--- config.mk ---
export PLATFORM = sky130hd
export DESIGN_NAME = single_macc_datapath
export DESIGN_NICKNAME = d
export VERILOG_FILES = /design/src/rtl/single_macc_datapath.sv
export SDC_FILE = /design/constraint.sdc
export NUM_CORES = 1
export LEC_CHECK = 0
export ABC_AREA = 1
export BUFFER_PORTS_ARGS = -buffer_cell sky130_fd_sc_hd__buf_2
export CAP_MARGIN = 30
export CORE_MARGIN = 4
export CORE_UTILIZATION = 55
export DETAILED_ROUTE_END_ITERATION = 6
export PLACE_DENSITY = 0.73
export SLEW_MARGIN = 20
export SYNTH_ARGS = -nofsm -noshare
export SYNTH_HDL_FRONTEND = slang
export SYNTH_SLANG_ARGS = --single-unit
--- constraint.sdc ---
create_clock -name Clk_i -period 15.1 [get_ports Clk_i]
set_input_delay 3.02 -clock Clk_i [delete_from_list [all_inputs] [get_ports Clk_i]]
set_output_delay 3.02 -clock Clk_i [all_outputs]
set_load 0.02 [all_outputs]
--- src/rtl/single_macc_datapath.sv ---
// rtl/single_macc_datapath.sv - pipelined multiply-accumulate with rounding and a valid/ready hold register
// Optional output clamp enabled by defining SINGLE_MACC_SATURATE_EN.
module single_macc_datapath #(
  parameter int DataWidth  = 16,
  parameter int CoeffWidth = 16,
  parameter int AccGuard   = 4,
  parameter int OutShift   = 15,
  parameter int OutWidth   = 16
) (
  input  logic                  Clk_i,
  input  logic                  Rst_i,
  input  logic [DataWidth-1:0]  Data_i,
  input  logic [CoeffWidth-1:0] Coeff_i,
  input  logic                  StartAcc_i,
  input  logic                  DataValid_i,
  output logic [OutWidth-1:0]   Result_o,
  output logic                  ResultValid_o,
  input  logic                  Ready_i,
  output logic                  Overrun_o
);

  localparam int ProdWidth = DataWidth + CoeffWidth;
  localparam int AccWidth  = ProdWidth + AccGuard;
  localparam logic signed [AccWidth-1:0] RoundBias = AccWidth'(1) << (OutShift - 1);

  logic signed [DataWidth-1:0]  dataQ1;
  logic signed [CoeffWidth-1:0] coeffQ1;
  logic                         startQ1;
  logic                         lastQ1;
  logic signed [ProdWidth-1:0]  prodFull;
  logic signed [AccWidth-1:0]   prodQ2;
  logic                         startQ2;
  logic                         lastQ2;
  logic signed [AccWidth-1:0]   accQ3;
  logic                         lastQ3;
  logic signed [AccWidth-1:0]   roundSum;
  logic signed [AccWidth-1:0]   rounded;
  logic [OutWidth-1:0]          nextResult;

  assign prodFull = dataQ1 * coeffQ1;

  always_ff @(posedge Clk_i) begin
    if (Rst_i) begin
      dataQ1  <= '0;
      coeffQ1 <= '0;
      startQ1 <= 1'b0;
      lastQ1  <= 1'b0;
      prodQ2  <= '0;
      startQ2 <= 1'b0;
      lastQ2  <= 1'b0;
      accQ3   <= '0;
      lastQ3  <= 1'b0;
    end else begin
      dataQ1  <= Data_i;
      coeffQ1 <= Coeff_i;
      startQ1 <= StartAcc_i;
      lastQ1  <= DataValid_i;
      prodQ2  <= {{AccGuard{prodFull[ProdWidth-1]}}, prodFull};
      startQ2 <= startQ1;
      lastQ2  <= lastQ1;
      // A start tap restarts the sum so back-to-back frames need no idle cycle.
      accQ3   <= startQ2 ? prodQ2 : accQ3 + prodQ2;
      lastQ3  <= lastQ2;
    end
  end

  assign roundSum = accQ3 + RoundBias;
  assign rounded  = roundSum >>> OutShift;

`ifdef SINGLE_MACC_SATURATE_EN
  localparam logic signed [AccWidth-1:0] OutMax = (AccWidth'(1) << (OutWidth - 1)) - AccWidth'(1);
  localparam logic signed [AccWidth-1:0] OutMin = -(AccWidth'(1) << (OutWidth - 1));

  always_comb begin
    nextResult = rounded[OutWidth-1:0];
    if (rounded > OutMax) begin
      nextResult = OutMax[OutWidth-1:0];
    end else if (rounded < OutMin) begin
      nextResult = OutMin[OutWidth-1:0];
    end
  end
`else
  logic unusedRoundBits;

  assign nextResult      = rounded[OutWidth-1:0];
  assign unusedRoundBits = ^rounded[AccWidth-1:OutWidth];
`endif

  // A new result may replace a held one only on the cycle it is accepted.
  always_ff @(posedge Clk_i) begin
    if (Rst_i) begin
      Result_o      <= '0;
      ResultValid_o <= 1'b0;
      Overrun_o     <= 1'b0;
    end else if (lastQ3) begin
      if (!ResultValid_o || Ready_i) begin
        Result_o      <= nextResult;
        ResultValid_o <= 1'b1;
      end else begin
        Overrun_o <= 1'b1;
      end
    end else if (Ready_i) begin
      ResultValid_o <= 1'b0;
    end
  end

endmodule

== Yosys cells after proc, flatten, opt, wreduce, memory -nomap -nowiden ==
Cells that the tools add are included.

* Register bits: 123
* Bits in read-only memories: 0
* Bits of input ports: 37
* Output and inout port bits: 18
* Bits in writable memories: 0
* Bits in latches: 0
* Memories kept: 0

* Multiply operators: 1
* Eq/ne operators: 1
* Shift-type cells: 0
* $add $sub $neg: 2
* Reductions and logical operators: 6
* Bitwise logic cells: 1
* $lt $le $gt $ge: 0
* Mux-type cells: 4
* Div/mod/pow operators: 0

{| class="wikitable"
|+ Operators by type and width
! kind !! count
|-
| 36-bit by 32-bit adder with 36-bit output || 1
|-
| 36-bit 2-to-1 mux || 1
|-
| 16-bit by 16-bit multiplier with 32-bit output || 1
|-
| 31-bit by 16-bit adder with 31-bit output (second input constant) || 1
|-
| 2-bit AND reduction || 3
|-
| 1-bit 2-to-1 mux || 3
|-
| 2-bit by 1-bit inequality test with 1-bit output (second input constant) || 1
|-
| 2-bit nonzero test || 1
|-
| 1-bit zero test || 1
|-
| 1-bit logical OR || 1
|-
| 1-bit NOT || 1
|}

== Longest topological paths before layout ==
Gate-level depths: netlist of run 1.

* Word-level depth: 4
* Gate-level depth with buffers: 27
* Gate-level depth less buffers: 25

== Least setup slack after synthesis of run 1 ==
No wires, ideal clock.

* Kind: register to register
* Start point: register dataQ1[15]
* End point: register prodQ2[28]
* Required time: 14985 ps
* Data arrival time: 5559 ps
* Cell stages (with the launch flop): 25
* Path buffers: 2
* Slack: 9426 ps
* Period minus slack after synthesis: 5674 ps
* Cell sequence: dfxtp_1 buf_2 clkbuf_1 nand2_1 inv_1 fa_1 inv_1 fa_1 inv_1 fa_1 inv_1 fa_1 inv_1 fa_1 inv_1 fa_1 inv_1 ha_1 nand2_1 nor2_1 nand2_1 o21bai_1 and2_0 a21oi_1 nor2_1

* Cells in the longest elaborated chain, start to end: 1

{| class="wikitable"
|+ Ends and longest elaborated chain
! item !! RTL line !! RTL
|-
| start, declared || 26 || <nowiki>logic signed [DataWidth-1:0] dataQ1;</nowiki>
|-
| start signal, assigned || 54 || <nowiki>dataQ1 <= Data_i;</nowiki>
|-
| 16-bit by 16-bit multiplier with 32-bit output || 40 || <nowiki>assign prodFull = dataQ1 * coeffQ1;</nowiki>
|-
| end signal, assigned || 58 || <nowiki>prodQ2 <= {{AccGuard{prodFull[ProdWidth-1]}}, prodFull};</nowiki>
|-
| end, declared || 31 || <nowiki>logic signed [AccWidth-1:0] prodQ2;</nowiki>
|}

Every way passes these cells.
A chain may end at the register's enable or synchronous reset.

== Worst setup path in the final report of run 1 ==
* Start point: register coeffQ1[4]
* End point: register prodQ2[27]

* Cells in the longest elaborated chain, start to end: 1

{| class="wikitable"
|+ Ends and longest elaborated chain
! item !! RTL line !! RTL
|-
| start, declared || 27 || <nowiki>logic signed [CoeffWidth-1:0] coeffQ1;</nowiki>
|-
| start signal, assigned || 55 || <nowiki>coeffQ1 <= Coeff_i;</nowiki>
|-
| 16-bit by 16-bit multiplier with 32-bit output || 40 ||
|}

Every way passes these cells.

==> flow_summary.yaml, run 1 <==
run_status:
  outcome: "finished clean"
pwr:
  p_per_area_nw_per_um2: 116
  peakVddDrop_mv: 0.0896
  p_leak_uw: 0.0103
floorplan:
  dieArea_um2: 32400
  die_width_um: 180
  core-area_um2: 28900
  die_h_um: 180
  pin_count: 55
  initial_core_util_pct: 56.3
  num_rows: 62
sta:
  clock_skew_ns: 0.0133
  maxSlewHeadroom_pct: 39.3
  worst_slew_pin_slew_ns: 0.909
  drv_slew: 0
  hold_violations: 0
  setup_tns_ns: 0
  max_freq_ghz: 0.162
  fin_crit_sh_pct: 40.9
  timing.final.crit_period_ns: 6.17
  finalSetupViolations: 0
  rsz0062_at_grt: "false"
grt:
  grt_pass1_wl_mm: 68.4
  grt_start_max_net_pins: 71
  grt_antenna_before_repair: 0
  grt_pass1_vias: 14100
  grt_usage_pct: 25.9
  overflow: 0
cells_and_area:
  num_antenna_cells: 0
  final_layout_size_suffix_gt1_share_pct: 4.98
  multi_input_area_um2: 11400
  regArea_um2: 2340
  final_area_um2: 17400
  nets: 2643
  filler_cell_count: 2685
  syn_to_final_growth_pct: 6.59
worst_setup_path:
  cp_slowest_cell: "dfxtp_1"
  crit_chain: "nand2_1 > fa_1 > fa_1 > inv_1 > fa_1 > fa_1 > fa_1 > inv_1 > fa_1 > inv_1 > ha_1 > a21oi_1 > o21ai_0 > a21oi_1 > nand3_1 > nand2_1 > nand2_1 > nor2_1"
  critPathMaxStageDelay_ns: 0.82
  endpoint_kind: "flip-flop"
  crit_arrival_ns: 6.53
  critPathLaunchType: "flip-flop"
  path_class: "flip-flop to flip-flop"
  cpMostUsedCell: "fa_1"
  cp_max_fo: 16
  r2r_cells: 18
  crit_required_ns: 15.46
  rrSetupSlack_ns: 8.93
worst_hold_path:
  hold_path_depth: 2
  min_path_type: "flip-flop to flip-flop"
drt:
  ant_nets: 0
  wl_mm: 40.0
  vias: 13500
  first_iter_violations: 932
  viasPerCell: 5.14
  post_drt_wl_per_cell_um: 15.2
  dr.pass1.iters: 5
  drc: 0
synth:
  synth.net_count: 2646
  yosys.area.top_type_share_pct: 31.6
  ys_top_cells_by_area: "fa_1 32%, dfxtp_1 14%, inv_1 14%"
  synth-adder-area-share_pct: 40.1
  ys_warn_count: 0
  synth_edf_count: 0
  avgSynthCellArea_um2: 7.27
  yosysTopAreaCell: "fa_1"
  synth_cells: 2241
  synth_most_common_cell: "inv_1"
  synth_compound_area_share_pct: 6.84
  synth.distinct_cells: 40
  syn_area_um2: 16300
  synth_top_family_by_area: "adder cells"
  synthSimpleGateAreaFrac_pct: 21.0
  synth-seq-cells: 117
  muxShareOfSynthArea_pct: 0
  yosys-top-cells-count: "599 x inv_1, 502 x nand2_1, 257 x fa_1, 216 x nor2_1, 117 x dfxtp_1"
  synth_xor_area_share_pct: 1.94
  synth_ff_type: "dfxtp_1"
  synthArstFlopShare_pct: 0
  synth-seq-area-share_pct: 14.4
clock_tree:
  post_cts_buffers: 0
  clockRootBuffer: "clkbuf_16"
  postCtsHoldBufs: 0
  cts_made_buffers: 17
  htreeDepth: 4
  cts.reportedPaths.clkPinSlew_ns: 0.06
  cts_tree: "yes"
  clkLatencyLatePin_ns: 0.45
  clockBufferDepth: 2
  cts_sinks: 117
  ctsResizeCount: 0
placement:
  io_buffers: 54
  dpl_cell_area_um2: 16800
  gp_congestion: 0.925
  post-dp-hpwl_mm: 32.4
run:
  maxCapViolations: 0
## registers in the layout, summed over array words and instances, names as in the netlist
register       flops
lastQ2             1
Overrun_o          1
prodQ2            31
coeffQ1           16
lastQ3             1
lastQ1             1
ResultValid_o      1
accQ3             31
startQ2            1
Result_o          16
startQ1            1
dataQ1            16
## power by group
group / leakage, uW / internal (uW) / switching [uW]
combinational: 0.00902 / 410 / 725
clock: 0.000277 / 259 / 161
sequential: 0.000968 / 376 / 89.1
total: 0.0103 / 1040 / 975
## cell families after synthesis
logic type / Yosys count
XOR/XNOR: 36
flip-flops: 117
AND/OR/NAND/NOR: 838
buffers and inverters: 678
adder cells (fa/ha/maj): 368
AO/OA/AOI/OAI: 204
## worst paths after layout
path	startpoint	endpoint
worst max-delay path	coeffQ1[4]	prodQ2[27]
worst min register to register	lastQ1	lastQ2
worst min-delay path	lastQ1	lastQ2
worst max register to register	coeffQ1[4]	prodQ2[27]
## stage by stage
step           power, uW  setup WS [ns]  utilization, %  instances  hold WS (ns)
2_1_floorplan       1290           9.43               -       2241         0.388
3_5_place_dp        1590           9.03            58.0       2603         0.408
5_1_grt             2230           8.57            60.0       2634         0.436
4_1_cts             2030           8.99            60.0       2634         0.425
6_report            2020           8.93            60.0       2634         0.414
3_3_place_gp        1570           9.00            57.9       2602         0.406
## metal layers
metal / GRT usage [%] / part of all wire (%) / up-vias
met4: 8.86 / 3.1 / 0
li1: - / - / 6518
met3: 4.16 / 6.0 / 84
met2: 43.1 / 47 / 401
met1: 34.8 / 44 / 6531
met5: 0 / 0 / -
## area by class of cell
cell class	instances	share of cell area (%)
Multi-Input combinational cell	1446	65.6
Inverter	600	13.0
Sequential cell	117	13.5
Tap cell	384	2.77
Clock inverter	11	0.879
Clock buffer	20	2.52
Timing Repair Buffer	56	1.76
## worst max-delay path: cells and delay by family (launching register included)
family,cells,cell delay [ns]
fa+ha+maj,7,3.57
flops,1,0.82
simple gates,5,0.79
compound gates,3,0.55
buf+inv,3,0.35
## layout by cell type, fill, tap and decap left out, types with 2 or more instances in the layout
cell type and n:
nor2_1 216, dfxtp_1 117, nand2_1 502, nor4_1 2
nor2_4 2, nand3_1 54, nand4_1 13, a21o_1 7
o21ai_1 3, a21boi_0 2, fa_1 257, clkinv_4 2
or2_2 7, ha_1 111, clkbuf_16 17, nand2_2 5
xor2_1 20, nand3b_1 6, o21bai_1 10, and2_0 2
o21a_1 7, clkinvlp_4 3, nor3_2 2, a21oi_1 92
clkbuf_1 3, inv_1 599, and2_1 2, xnor2_1 16
o211ai_1 8, inv_6 2, buf_2 54, o21ai_0 73
nor3_1 13, nand3_2 6, bufinv_16 3, nor2_2 2
Note: power is estimated with default switching activity, not from simulation.
==> run 2, diff against run 1 <==
- PLACE_DENSITY: 0.73 -> 0.76
- clock period: 15.1 -> 5 ns (I/O delays scaled with it)
==> run 2 against run 1 <==
Against the previous run:
- the flow now finishes with violations (negative setup slack)
- critical path type unchanged
- sequential power grew to 2.9 times the previous value
- highest routed layer is now met5
- clock skew fell by 0.0030 ns
- worst setup slack lost 9.4 ns
- critical endpoint is now prodQ2[29]
- largest cell class unchanged
==> flow_summary.yaml, run 2 (synthesis results as in run 1) <==
drt:
  post_drt_wl_per_cell_um: 16.4
  drc: 0
  wl_mm: 46.4
  viasPerCell: 5.25
  first_iter_violations: 1092
  vias: 14800
  ant_nets: 0
  dr.pass1.iters: 5
sta:
  worst_slew_pin_slew_ns: 0.873
  rsz0062_at_grt: "true"
  worst_slack_ns: -0.496
  timing.final.crit_period_ns: 5.50
  maxSlewHeadroom_pct: 41.7
  max_freq_ghz: 0.182
  clock_skew_ns: 0.0103
  finalSetupViolations: 20
  drv_slew: 0
  hold_violations: 0
  fin_crit_sh_pct: 110
cells_and_area:
  nets: 2830
  mostFrequentLayoutCell: "inv_1"
  num_antenna_cells: 0
  final_layout_size_suffix_gt1_share_pct: 21.9
  reg_top3: "accQ3 (31), prodQ2 (31)"
  fin_util_pct: 70.2
  final_cell_mix: "553 x inv_1, 462 x nand2_1, 241 x fa_1"
  syn_to_final_growth_pct: 24.8
floorplan:
  initial_core_util_pct: 56.3
  num_rows: 62
  die_width_um: 180
  die_h_um: 180
  dieArea_um2: 32400
  core-area_um2: 28900
  pin_count: 55
worst_setup_path:
  path_class: "flip-flop to flip-flop"
  critPathMaxStageDelay_ns: 0.64
  critPathLaunchType: "flip-flop"
  cpLargestDelayFamily: "adder cells"
  crit_arrival_ns: 5.87
  crit_chain: "buf_6 > nand2_4 > inv_4 > fa_2 > inv_2 > fa_2 > buf_6 > fa_2 > fa_1 > fa_1 > fa_1 > inv_1 > ha_4 > nand2_1 > buf_4 > nor2_4 > nand2_2 > inv_2 > nand4_1 > nand3_1 > nand2_1 > nor2_2"
  cp_slowest_cell: "fa_2"
  cp_max_fo: 5
  endpoint_kind: "flip-flop"
  crit_required_ns: 5.38
  critical_path_buf_inv_count: 7
pwr:
  clkPwrFrac_pct: 17.7
  comb_power_share_pct: 65.6
  p_per_area_nw_per_um2: 401
  seq_power_share_pct: 16.7
  netSwitchingFraction_pct: 46.5
  p_int_uw: 4350
  peakVddDrop_mv: 0.403
  power.switching_uw: 3790
  p_leak_uw: 0.0115
clock_tree:
  cts.reportedPaths.clkPinSlew_ns: 0.07
  clkLatencyLatePin_ns: 0.45
  htreeDepth: 4
  cts_tree: "yes"
  clockRootBuffer: "clkbuf_16"
  clockBufferDepth: 2
  cts_made_buffers: 17
  cts_sinks: 117
grt:
  grt_pass1_wl_mm: 73.4
  grt_antenna_before_repair: 1
  grt_pass1_vias: 15100
  overflow: 0
  grt_start_max_net_pins: 51
  grt_usage_pct: 27.8
placement:
  gp_congestion: 0.961
  post-place-ws_ns: -0.636
  io_buffers: 54
  post-dp-hpwl_mm: 34.5
run_status:
  outcome: "finished, violations left"
  violations: "negative setup slack"
worst_hold_path:
  min_path_type: "flip-flop to flip-flop"
run:
  maxCapViolations: 0
-- run 2: path summary, 6_finish.rpt --
kind,from,cells after the start,slack [ns],end
hold / removal,lastQ2,2,0.41,lastQ3
setup reg to reg,dataQ1[15],22,-0.50,prodQ2[29]
hold reg to reg,lastQ2,2,0.41,lastQ3
setup / recovery,dataQ1[15],22,-0.50,prodQ2[29]
-- run 2: worst reg2reg max path: stages (launching register included) --
cell and delay, ns:
dfxtp_4 0.38, buf_6 0.13, nand2_4 0.07, inv_4 0.04, fa_2 0.60, inv_2 0.07
fa_2 0.64, buf_6 0.13, fa_2 0.44, fa_1 0.56, fa_1 0.43, fa_1 0.50
inv_1 0.07, ha_4 0.29, nand2_1 0.06, buf_4 0.14, nor2_4 0.12, nand2_2 0.09
inv_2 0.08, nand4_1 0.26, nand3_1 0.15, nand2_1 0.07, nor2_2 0.11
-- run 2: power by group through the flow --
stage | registers (uW) | clock network, uW | logic (uW)
finish | 1360 | 1440 | 5350
global route | 1370 | 1500 | 5910
CTS | 1350 | 1460 | 4640
detailed placement | 1370 | 0 | 4250
global placement | 1360 | 0 | 4180
floorplan | 1270 | 0 | 2960
-- run 2: per-stage QoR --
stage	total power, uW	TNS (ns)	hold slack (ns)	instance area [um^2]	instances
finish	8140	-5.07	0.408	20300	2821
CTS	7440	-4.11	0.410	19300	2772
global route	8780	-8.35	0.414	20300	2821
global placement	5550	-7.05	0.392	18100	2729
floorplan	4230	-0.669	0.388	16700	2241
detailed placement	5620	-8.49	0.400	18200	2730
-- run 2: repair_timing --
item / in CTS / in global routing
setup endpoints to repair: 22 / 22
buffers inserted: 12 / 47
resized for setup: 125 / 182
hold buffers: 0 / 0
pin swaps: 44 / 100
gates cloned: 0 / 2
-- run 2: layout make-up --
class                      count  area (um^2)
inverter                     600         2260
clock inverter                13          220
sequential                   117         2410
fill                        2193         8610
multi-input combinational   1446        12500
clock buffer                  18          439
timing repair buffer         243         2050
tap                          384          480
-- run 2: routing by layer --
metal  vias to the layer above  wire, um  GRT usage (%)
li1                       6922         -              -
met1                      7194     19000           36.3
met2                       546     22800           47.1
met3                       133      2870           4.56
met4                         2      1750           9.65
met5                         -        11              0
==> run 3, diff against run 2 <==
- ABC_AREA: 1 -> unset
==> run 3 against run 2 <==
Against the previous run:
- the flow still finishes with violations (negative setup slack)
- clock skew shrank 0.00091 ns
- synthesized cell count is 27% lower
- critical path depth down 2
- count of clock-buffer cells in the layout unchanged
- die area is 8.6% lower
- critical path type unchanged
- largest cell class unchanged
==> flow_summary.yaml, run 3 <==
run_status:
  outcome: "finished, violations left"
  violations: "negative setup slack"
worst_setup_path:
  path_class: "flip-flop to flip-flop"
  crit_required_ns: 5.32
  worstReg2RegStart: "dataQ1[11]"
  setup.worst_path.end: "prodQ2[28]"
  critPathMaxStageDelay_ns: 0.64
  cp_max_fo: 9
  crit_chain: "nand2_1 > fa_1 > inv_1 > fa_1 > fa_1 > fa_2 > fa_1 > inv_1 > fa_1 > inv_1 > ha_2 > a21o_1 > a21o_1 > a21o_1 > a21o_1 > a21o_1 > o31a_1 > a41oi_2 > o21ai_1 > mux2_2"
  r2r_cells: 20
  endpoint_kind: "flip-flop"
  critPathLaunchType: "flip-flop"
  cp-startpoint: "dataQ1[11]"
  cp_slowest_cell: "fa_1"
  r2r_end: "prodQ2[28]"
  rrSetupSlack_ns: -0.76
  crit_arrival_ns: 6.08
clock_tree:
  cts_sinks: 117
  clkLatencyLatePin_ns: 0.44
  clockBufferDepth: 2
  cts_made_buffers: 17
  cts_tree: "yes"
  postCtsHoldBufs: 0
  cts.reportedPaths.clkPinSlew_ns: 0.07
  clockRootBuffer: "clkbuf_16"
  htreeDepth: 4
cells_and_area:
  final_cell_mix: "290 x inv_1, 238 x fa_1, 154 x buf_4"
  num_antenna_cells: 0
  fin_util_pct: 69.0
  final_layout_size_suffix_gt1_share_pct: 23.2
  filler_cell_count: 1908
  syn_to_final_growth_pct: 22.3
  fin_cells: 2194
  nets: 2251
  mostFrequentLayoutCell: "inv_1"
  reg_top3: "accQ3 (31), prodQ2 (31)"
synth:
  ys_warn_count: 0
  yosys-top-cells-count: "311 x inv_1, 257 x fa_1, 160 x nand2_1, 120 x and2_1, 117 x dfxtp_1"
  syn_area_um2: 14800
  yosysTopAreaCell: "fa_1"
  synth.net_count: 2049
  synth.distinct_cells: 65
  synth_ff_type: "dfxtp_1"
  synth_most_common_cell: "inv_1"
  synth-seq-cells: 117
  avgSynthCellArea_um2: 9.02
  synth_cells: 1644
  yosys.area.top_type_share_pct: 34.7
  ys_top_cells_by_area: "fa_1 35%, dfxtp_1 16%, ha_1 9.4%"
  synthArstFlopShare_pct: 0
  synth_edf_count: 0
  synth-seq-area-share_pct: 15.8
floorplan:
  die_width_um: 172
  pin_count: 55
  dieArea_um2: 29600
  num_rows: 59
  core-area_um2: 26300
  die_h_um: 172
  initial_core_util_pct: 56.4
drt:
  first_iter_violations: 628
  drc: 0
  wl_mm: 35.4
  ant_nets: 0
  vias: 11900
  dr.pass1.iters: 5
  viasPerCell: 5.44
  post_drt_wl_per_cell_um: 16.1
sta:
  finalSetupViolations: 19
  drv_slew: 0
  worst_slew_pin_slew_ns: 0.664
  maxSlewHeadroom_pct: 55.7
  timing.final.crit_period_ns: 5.76
  hold_slack_ns: 0.445
  hold_violations: 0
  setup_tns_ns: -10.86
  clock_skew_ns: 0.00938
  worst_slack_ns: -0.761
  max_freq_ghz: 0.174
  rsz0062_at_grt: "true"
  fin_crit_sh_pct: 115
grt:
  grt_pass1_wl_mm: 58.8
  use_met2_pct: 46.1
  grt_pass1_vias: 12700
  grt_antenna_before_repair: 0
  grt_start_max_net_pins: 91
  met1_usage_pct: 28.8
  grt-busiest-layer: "met2"
  grt_usage_pct: 24.7
  use_met3_pct: 3.09
  overflow: 0
placement:
  dp_cells: 2121
  post-dp-hpwl_mm: 26.6
  io_buffers: 54
  post-place-ws_ns: -0.926
  gp_congestion: 0.897
pwr:
  peakVddDrop_mv: 0.345
  p_per_area_nw_per_um2: 371
  p_leak_uw: 0.00902
worst_hold_path:
  worstHoldStart: "startQ1"
  min_path_type: "flip-flop to flip-flop"
run:
  maxCapViolations: 0
-- run 3: cell types whose count changed in the layout (fill, tap and decap cells not counted), sizes merged, moves of 33 or more --
cell | before | now
o21ai | 77 | 30
inv | 603 | 320
nor2b | 0 | 49
nand2 | 507 | 160
nand3 | 60 | 19
nor2 | 220 | 105
and2 | 4 | 120
a21oi | 92 | 59
-- run 3: routing by layer --
metal	routed length [um]	vias up
li1	-	5488
met1	13400	6014
met2	19200	330
met3	1490	104
met4	1330	0
met5	0	-
-- run 3: what timing repair did --
| item | in CTS | in global routing |
|---|---|---|
| endpoints found under the setup margin | 20 | 21 |
| resized for setup | 79 | 89 |
| pin swaps | 52 | 70 |
| setup buffers | 21 | 26 |
-- run 3: layout make-up --
cell class | instances | area, um^2 | area share [%]
clock buffers | 18 | 439 | 2.42
clock inverters | 14 | 141 | 0.780
inverters | 313 | 1180 | 6.49
multi-input cells | 1157 | 11700 | 64.3
flip-flops and latches | 117 | 2430 | 13.4
well taps | 335 | 419 | 2.31
repair buffers | 240 | 1860 | 10.3
-- run 3: kinds of logic after synthesis --
group           synth area share [%]
flops                           15.8
simple gates                    17.1
mux                            0.211
xor+xnor                        3.96
compound gates                  9.53
buf+inv                         9.37
fa+ha+maj                       44.1
-- run 3: worst max-delay path: cells and delay by family, from the launching register on --
family | cells | cell delay [ns]
flip-flops | 1 | 0.41
multiplexers | 1 | 0.27
adder cells (fa/ha/maj) | 7 | 3.29
buffers and inverters | 3 | 0.15
AO/OA/AOI/OAI | 8 | 1.42
AND/OR/NAND/NOR | 1 | 0.10
-- run 3: worst min path at each step --
stage / to / cells past startpoint
floorplan: lastQ2 / 1
global placement: startQ2 / 1
detailed placement: startQ2 / 1
CTS: startQ2 / 1
global route: startQ2 / 1
finish: startQ2 / 1
-- run 3: per-stage QoR --
step / area, um^2 / power, uW
3_5_place_dp: 16600 / 5030
3_3_place_gp: 16600 / 4920
6_report: 18100 / 6730
4_1_cts: 17600 / 6470
2_1_floorplan: 15200 / 3910
5_1_grt: 18100 / 7310
-- run 3: report_power, final --
part	total [uW]	leakage, uW	internal [uW]	switching, uW
clock	1230	0.000285	711	523
sequential	1310	0.000981	1130	185
combinational	4190	0.00776	2020	2170
total	6730	0.00902	3850	2880
